File: src/rtl/fifo_arb_pkg.sv
// Shared types and the round-robin search used by the FIFO write-port arbiter.
package fifo_arb_pkg;

    typedef enum logic {ARB_IDLE, ARB_LOCKED} arb_state_t;

    localparam int C_DEF_DATA_WIDTH = 8;
    localparam int C_EOP_BIT        = C_DEF_DATA_WIDTH;
    localparam int C_MAX_REQ        = 4;

    // Returns {hit, index}: first set bit of valid at or after ptr, wrapping modulo num_req.
    function automatic logic [2:0] rr_first(input logic [C_MAX_REQ-1:0] valid,
                                            input logic [1:0]           ptr,
                                            input int                   num_req);
        logic [2:0] res;
        int         idx;
        res = '0;
        // Walk from the farthest offset down so the nearest hit overwrites last.
        for (int k = C_MAX_REQ - 1; k >= 0; k--) begin
            if (k < num_req) begin
                idx = (int'(ptr) + k) % num_req;
                if (valid[idx]) res = {1'b1, 2'(idx)};
            end
        end
        return res;
    endfunction

endpackage

File: src/rtl/rr_priority_select.sv
// Combinational round-robin pick: first valid requester starting at rr_ptr.
module rr_priority_select
    import fifo_arb_pkg::*;
#(
    parameter  int G_NUM_REQ = 2,
    localparam int IW        = $clog2(G_NUM_REQ)
) (
    input  logic [G_NUM_REQ-1:0] req_valid,
    input  logic [IW-1:0]        rr_ptr,
    output logic                 hit,
    output logic [IW-1:0]        index
);

    logic [C_MAX_REQ-1:0] valid_ext;
    logic [2:0]           res;

    always_comb begin
        valid_ext                = '0;
        valid_ext[G_NUM_REQ-1:0] = req_valid;
        res                      = rr_first(valid_ext, 2'(rr_ptr), G_NUM_REQ);
        hit                      = res[2];
        index                    = res[IW-1:0];
    end

endmodule

File: src/rtl/fifo_wr_arbiter.sv
// Packet-locked round-robin arbiter sharing one FIFO write port between requesters,
// throttled by the FIFO fill level with the in-flight write counted as used.
module fifo_wr_arbiter
    import fifo_arb_pkg::*;
#(
    parameter  int G_DATA_WIDTH_BITS = 8,
    parameter  int G_ADDR_WIDTH_BITS = 6,
    parameter  int G_NUM_REQ         = 2,
    localparam int IW                = $clog2(G_NUM_REQ)
) (
    input  logic                                   clk,
    input  logic                                   rst_n,
    input  logic [G_NUM_REQ-1:0]                   req_valid,
    input  logic [G_NUM_REQ*G_DATA_WIDTH_BITS-1:0] req_data,
    input  logic [G_NUM_REQ-1:0]                   req_eop,
    output logic [G_NUM_REQ-1:0]                   req_ready,
    output logic                                   fifo_w_en,
    output logic [G_DATA_WIDTH_BITS:0]             fifo_w_data,
    input  logic [G_ADDR_WIDTH_BITS:0]             fifo_fill_level,
    output logic                                   busy,
    output logic [IW-1:0]                          owner
);

    localparam int W     = G_DATA_WIDTH_BITS;
    localparam int SW    = G_ADDR_WIDTH_BITS + 2;
    localparam int DEPTH = 2 ** G_ADDR_WIDTH_BITS;

    arb_state_t    state;
    logic [IW-1:0] owner_q;
    logic [IW-1:0] rr_ptr;
    logic          hit;
    logic [IW-1:0] sel_idx;
    logic [SW-1:0] used;
    logic [SW-1:0] space;
    logic          xfer;
    logic [W-1:0]  owner_data;
    logic          owner_eop;
    logic [IW-1:0] next_ptr;

    rr_priority_select #(.G_NUM_REQ(G_NUM_REQ)) u_sel (
        .req_valid (req_valid),
        .rr_ptr    (rr_ptr),
        .hit       (hit),
        .index     (sel_idx)
    );

    // An over-full or in-flight-saturated FIFO clamps to zero space.
    always_comb begin
        used  = SW'(fifo_fill_level) + SW'(fifo_w_en);
        space = (used > SW'(DEPTH)) ? '0 : SW'(DEPTH) - used;
    end

    for (genvar i = 0; i < G_NUM_REQ; i++) begin : g_ready
        assign req_ready[i] = (state == ARB_LOCKED) && (owner_q == IW'(i)) && (space != '0);
    end

    assign xfer       = req_valid[owner_q] && req_ready[owner_q];
    assign owner_data = req_data[owner_q*W +: W];
    assign owner_eop  = req_eop[owner_q];
    assign next_ptr   = (owner_q == IW'(G_NUM_REQ - 1)) ? '0 : owner_q + 1'b1;

    always_ff @(posedge clk or negedge rst_n) begin
        if (!rst_n) begin
            state       <= ARB_IDLE;
            owner_q     <= '0;
            rr_ptr      <= '0;
            fifo_w_en   <= 1'b0;
            fifo_w_data <= '0;
        end else begin
            case (state)
                ARB_IDLE: begin
                    fifo_w_en <= 1'b0;
                    if (hit) begin
                        owner_q <= sel_idx;
                        state   <= ARB_LOCKED;
                    end
                end
                ARB_LOCKED: begin
                    fifo_w_en <= xfer;
                    if (xfer) begin
                        fifo_w_data <= {owner_eop, owner_data};
                        if (owner_eop) begin
                            state  <= ARB_IDLE;
                            rr_ptr <= next_ptr;
                        end
                    end
                end
                default: state <= ARB_IDLE;
            endcase
        end
    end

    assign busy  = (state == ARB_LOCKED);
    assign owner = owner_q;

endmodule

File: config.mk
export PLATFORM = sky130hd
export DESIGN_NAME = fifo_wr_arbiter
export DESIGN_NICKNAME = d
export VERILOG_FILES = /design/src/rtl/fifo_arb_pkg.sv /design/src/rtl/rr_priority_select.sv /design/src/rtl/fifo_wr_arbiter.sv
export SDC_FILE = /design/constraint.sdc
export NUM_CORES = 1
export LEC_CHECK = 0
export CAP_MARGIN = 20
export CORE_MARGIN = 5
export CORE_UTILIZATION = 44
export DETAILED_ROUTE_END_ITERATION = 12
export PLACE_DENSITY = 0.84
export SLEW_MARGIN = 20
export SYNTH_ARGS = -nofsm -noshare
export SYNTH_HDL_FRONTEND = slang
export SYNTH_SLANG_ARGS = --single-unit
File: constraint.sdc
create_clock -name clk -period 6.88 [get_ports clk]
set_input_delay 0.688 -clock clk [delete_from_list [all_inputs] [get_ports clk]]
set_output_delay 0.688 -clock clk [all_outputs]
set_load 0.02 [all_outputs]
[After elaboration in Yosys (flattened, before gate mapping)]
Index checks and enable logic that the tools add are counted.
Word-level totals
  register bits after elaboration: 13
Cells by class
  add/sub/neg operators: 4
  order comparisons: 4
  shifts and indexed selects: 1
  muxes and demuxes: 20
  bitwise operators: 3
  reduce and logical (&&, ||, !) cells: 9
Operator list (number)
  indexed part select 16 x 5 -> 8 bit: 1
  2-to-1 mux 1 bit: 14
  adder 7 x 1 -> 8 bit: 1
  greater-than comparator 8 x 7 -> 1 bit (second input constant): 1
  2-to-1 mux 8 bit: 1
  nonzero test 8 bit: 1
  subtractor 7 x 8 -> 8 bit (first input constant): 1
  2-to-1 mux 3 bit: 2
  logical AND 1 bit: 5
  < comparator 2 x 4 -> 1 bit (second input constant): 1
  one-hot mux 1 bit (2 select lines): 2
  AND reduction 2 bit: 2
  < comparator 1 x 3 -> 1 bit (second input constant): 1
  AND reduction 3 bit: 1
  adder 1 bit (second input constant): 2
  binary-select mux 1 bit (select 2 bit): 1
  < comparator 1 x 2 -> 1 bit (second input constant): 1
  NOT 1 bit: 2
  bitwise AND 1 bit (first input constant): 1

[Longest topological paths before layout]
  depth after elaboration: 10
  depth in mapped cells: 10
  gate-level depth less buffers: 9

[Modules after synthesis]
Synthesis repeated with hierarchy kept, for this count alone.
Second synthesis, totals
  cells, all modules: 86
  area total of the unflattened synthesis: 924.6 um^2
Modules (own cells, without submodules)
  fifo_wr_arbiter: times used 1, cells each 83, area an instance 907.1 um^2
  rr_priority_select: times used 1, cells each 3, area an instance 17.5 um^2

[Worst setup path before layout]
No wires, ideal clock.
  path type: input port to output port
  start: in fifo_fill_level[0]
  end: out req_ready[0]
  data arrival time: 2.337 ns
  slack: 3.855 ns
  cell stages on the path: 8
  path buffers: 0
  cell sequence: ha_1 ha_1 inv_1 ha_1 o311ai_0 o22ai_2 o311ai_4 nor2_1
On the way
  longest elaborated chain between the ends: 5
  elaborated cells on any way between the ends: 6
  those cells by class: 2 x add/sub; 1 x order compare; 1 x mux; 2 x reduce/logical
Ends and longest elaborated chain
  start: declaration: line fifo_wr_arbiter.sv:19  | input logic [G_ADDR_WIDTH_BITS:0] fifo_fill_level,
  adder 7 x 1 -> 8 bit (*): line fifo_wr_arbiter.sv:49  | used = SW'(fifo_fill_level) + SW'(fifo_w_en);
  subtractor 7 x 8 -> 8 bit / greater-than comparator 8 x 7 -> 1 bit (equally long branches): line fifo_wr_arbiter.sv:50  | space = (used > SW'(DEPTH)) ? '0 : SW'(DEPTH) - used;
  2-to-1 mux 8 bit (*): line fifo_wr_arbiter.sv:50
  nonzero test 8 bit (*): line fifo_wr_arbiter.sv:54  | assign req_ready[i] = (state == ARB_LOCKED) && (owner_q == IW'(i)) && (space != '0);
  logical AND 1 bit (*): line fifo_wr_arbiter.sv:54
  end: declaration: line fifo_wr_arbiter.sv:16  | output logic [G_NUM_REQ-1:0] req_ready,
Mark *: on every way between the ends. The rest lies on a longest branch, timed or not.

[Worst setup path after layout]
  start: in fifo_fill_level[0]
  end: out req_ready[1]
Same word-level chain as after synthesis.

==> results.yml <==
outcome:
  outcome: "complete, no violations"
global_routing:
  grt_pass1_wl_um: 4050
  overflow: 0
  globalRouteTotalUtil_pct: 15.6
  grt_antenna_before_repair: 0
  grt_max_degree: 16
  grt_pass1_vias: 910
drt:
  drc: 0
  post_drt_via_cell_ratio: 5.24
  firstDrtPassIters: 4
  routed_wl_um: 2300
  first_iter_violations: 12
  wl_per_cell_um: 14.7
  ant_nets: 0
  vias: 823
clock_network:
  cts_resized: 0
  post_cts_buffers: 0
  holdBufCountCts: 0
  cts-root-buf: "clkbuf_4"
  clk_pin_slew_ns: 0.07
  cts_tree: "done"
  cts_buffers: 3
  clock-sinks: 13
  clock_latency_ns: 0.27
  clk_path_buf_depth: 2
  htreeDepth: 1
setup_path:
  slowest_delay_ns: 0.63
  critPathArrivalTime_ns: 3.32
  crit_buf_inv: 2
  reg2reg_slack_ns: 3.91
  r2r_end: "fifo_w_data[6]"
  cp-end-kind: "output port"
  worstPathRequired_ns: 6.19
  cp_max_fo: 7
  worstSetupStartpointType: "primary input"
  critPathSlowestCell: "clkdlybuf4s50_1"
  r2r-start: "fifo_w_en"
  reg2regPathDepth: 9
  critPathKind: "in2out"
  crit_chain: "clkdlybuf4s50_1, ha_1, ha_1, nand4_1, a22o_1, o22ai_2, o311ai_4, nor2_1, clkdlybuf4s50_1"
  critPathTopFamily: "buffers and inverters"
floorplanning:
  die_h_um: 56.9
  initial_utilization_pct: 45.1
  fp.dieW_um: 56.9
  io_pins: 43
  die_area_um2: 3240
  fp-row-count: 17
  core_area_um2: 2150
pwr:
  powerDensity_nw_per_um2: 316
  ir_worst_vdd_mv: 0.225
  leakagePower_nw: 0.588
logic_synthesis:
  synth-seq-area-share_pct: 33.6
  synth-edff-count: 0
  synth-async-reset-ratio_pct: 100
  synth_top_area_share_pct: 33.6
  synth-warning-count: 0
  syn-num-nets: 121
  avgSynthCellArea_um2: 10.9
  ys_seq_elements: 13
  ys_top_cells_by_count: "13 x dfrtp_1, 10 x mux2_2, 8 x mux2_4"
  ys.flop_type: "dfrtp_1"
  yosysMostFrequentCell: "dfrtp_1"
  synth.top_cells.by_area: "dfrtp_1 34%, mux2_4 12%, mux2_2 12%"
  synthCells: 89
  syn_area_um2: 968
  synth_cell_types: 33
  yosysTopAreaCell: "dfrtp_1"
placement:
  io_buffers: 42
  post-dp-hpwl_um: 1850
  gp_congestion: 0.760
final_layout:
  diodes: 0
  synthToLayoutAreaGrowth_pct: 45.0
  drive_above_1_share_pct: 21.7
  fin_nets: 162
  fillers: 161
  fin_util_pct: 65.3
sta:
  finalHoldViolations: 0
  relSlewSlack_pct: 52.7
  fin_tns_setup_ns: 0
  fin_crit_sh_pct: 58.3
  fmax_mhz: 249
  min_period_ns: 4.01
  finalSetupViolations: 0
  drv_slew: 0
  finClkSkew_ns: 0.000273
  rsz0062_at_grt: "false"
  worst_pin_slew_ns: 0.708
worst_hold_path:
  whs_endpoint: "fifo_w_data[8]"
  worstHoldStart: "fifo_w_data[8]"
  hold_path.class: "reg2reg"
  hold_depth: 1
run:
  cap_violations: 0
==> cells in the final DEF, fill, tap and decap left out <==
cell type        netlist  final
ha_1                   3      3
and3_1                 1      1
mux2i_1                2      2
mux2_4                 8      8
and3b_1                1      1
clkbuf_1               2      1
o21a_1                 2      2
o311ai_0               1      1
nor2_2                 1      1
a21o_1                 1      1
inv_1                  4      4
dfrtp_1               13     13
xnor2_1                1      1
o21ai_0                2      2
and4bb_2               1      1
a21oi_1                3      3
xnor2_2                1      1
a31o_2                 1      1
o311ai_4               1      1
mux2_2                10     10
nor3_1                 4      4
clkdlybuf4s50_1        0     42
nand3_2                1      1
a31o_1                 1      1
nor2_1                 5      5
nand4_1                2      2
o22ai_2                1      1
o21ai_1                1      1
a31oi_1                2      2
a22o_1                 1      1
nand3_1                2      2
nand2_1                6      6
clkbuf_4               0      3
==> through the flow <==
step / hold WS, ns / power (mW) / cells / setup slack, ns / cell area (um^2)
floorplan: 0.392 / 0.297 / 89 / 3.85 / 968
global placement: 0.489 / 0.395 / 153 / 2.91 / 1380
detailed placement: 0.492 / 0.400 / 153 / 2.86 / 1380
CTS: 0.521 / 0.449 / 157 / 2.85 / 1400
global route: 0.537 / 0.475 / 157 / 2.66 / 1400
finish: 0.515 / 0.444 / 157 / 2.87 / 1400
==> final cells by class <==
| cell class | count | area [um^2] | share of cell area [%] |
|---|---|---|---|
| tap | 28 | 35.0 | 2.50 |
| multi-input combinational | 66 | 582 | 41.4 |
| timing repair buffer | 42 | 420 | 29.9 |
| inverter | 4 | 15.0 | 1.07 |
| clock buffer | 4 | 26.3 | 1.87 |
| sequential | 13 | 325 | 23.2 |
==> cells by family (layout without fill, tap and decap cells) <==
group,Yosys count,in the layout,share of synthesized area [%]
mux,20,20,26.1
buf+inv,10,50,6.33
compound gates,17,17,14.3
flops,13,13,33.6
fa+ha+maj,3,3,3.88
simple gates,24,24,13.2
xor+xnor,2,2,2.58
==> flip-flops by register name (all words and copies together), names as in the netlist <==
signal       flops
owner            1
fifo_w_en        1
rr_ptr           1
fifo_w_data      9
busy             1
==> where the power goes <==
part	internal, mW	switching (mW)
clock network	0.0224	0.0228
registers	0.112	0.0339
logic	0.149	0.105
total	0.283	0.162
==> layer usage <==
metal / vias to the layer above / part of all wire (%) / global-route usage (%)
met2: 29 / 47 / 26.9
met1: 385 / 45 / 18.7
met4: 0 / 0.39 / 4.97
met5: - / 0 / 0
met3: 2 / 7.6 / 4.37
li1: 407 / - / -
==> worst max-delay path by stage <==
| stage | start | end | slack [ns] | cells past startpoint |
|---|---|---|---|---|
| 2_1_floorplan | fifo_fill_level[0] | req_ready[0] | 3.85 | 8 |
| 3_3_place_gp | fifo_fill_level[0] | req_ready[1] | 2.91 | 10 |
| 3_5_place_dp | fifo_fill_level[0] | req_ready[1] | 2.86 | 10 |
| 4_1_cts | fifo_fill_level[0] | req_ready[1] | 2.85 | 10 |
| 5_1_grt | fifo_fill_level[0] | req_ready[1] | 2.66 | 10 |
| 6_report | fifo_fill_level[0] | req_ready[1] | 2.87 | 9 |
Power figures use the tool's default switching activity.
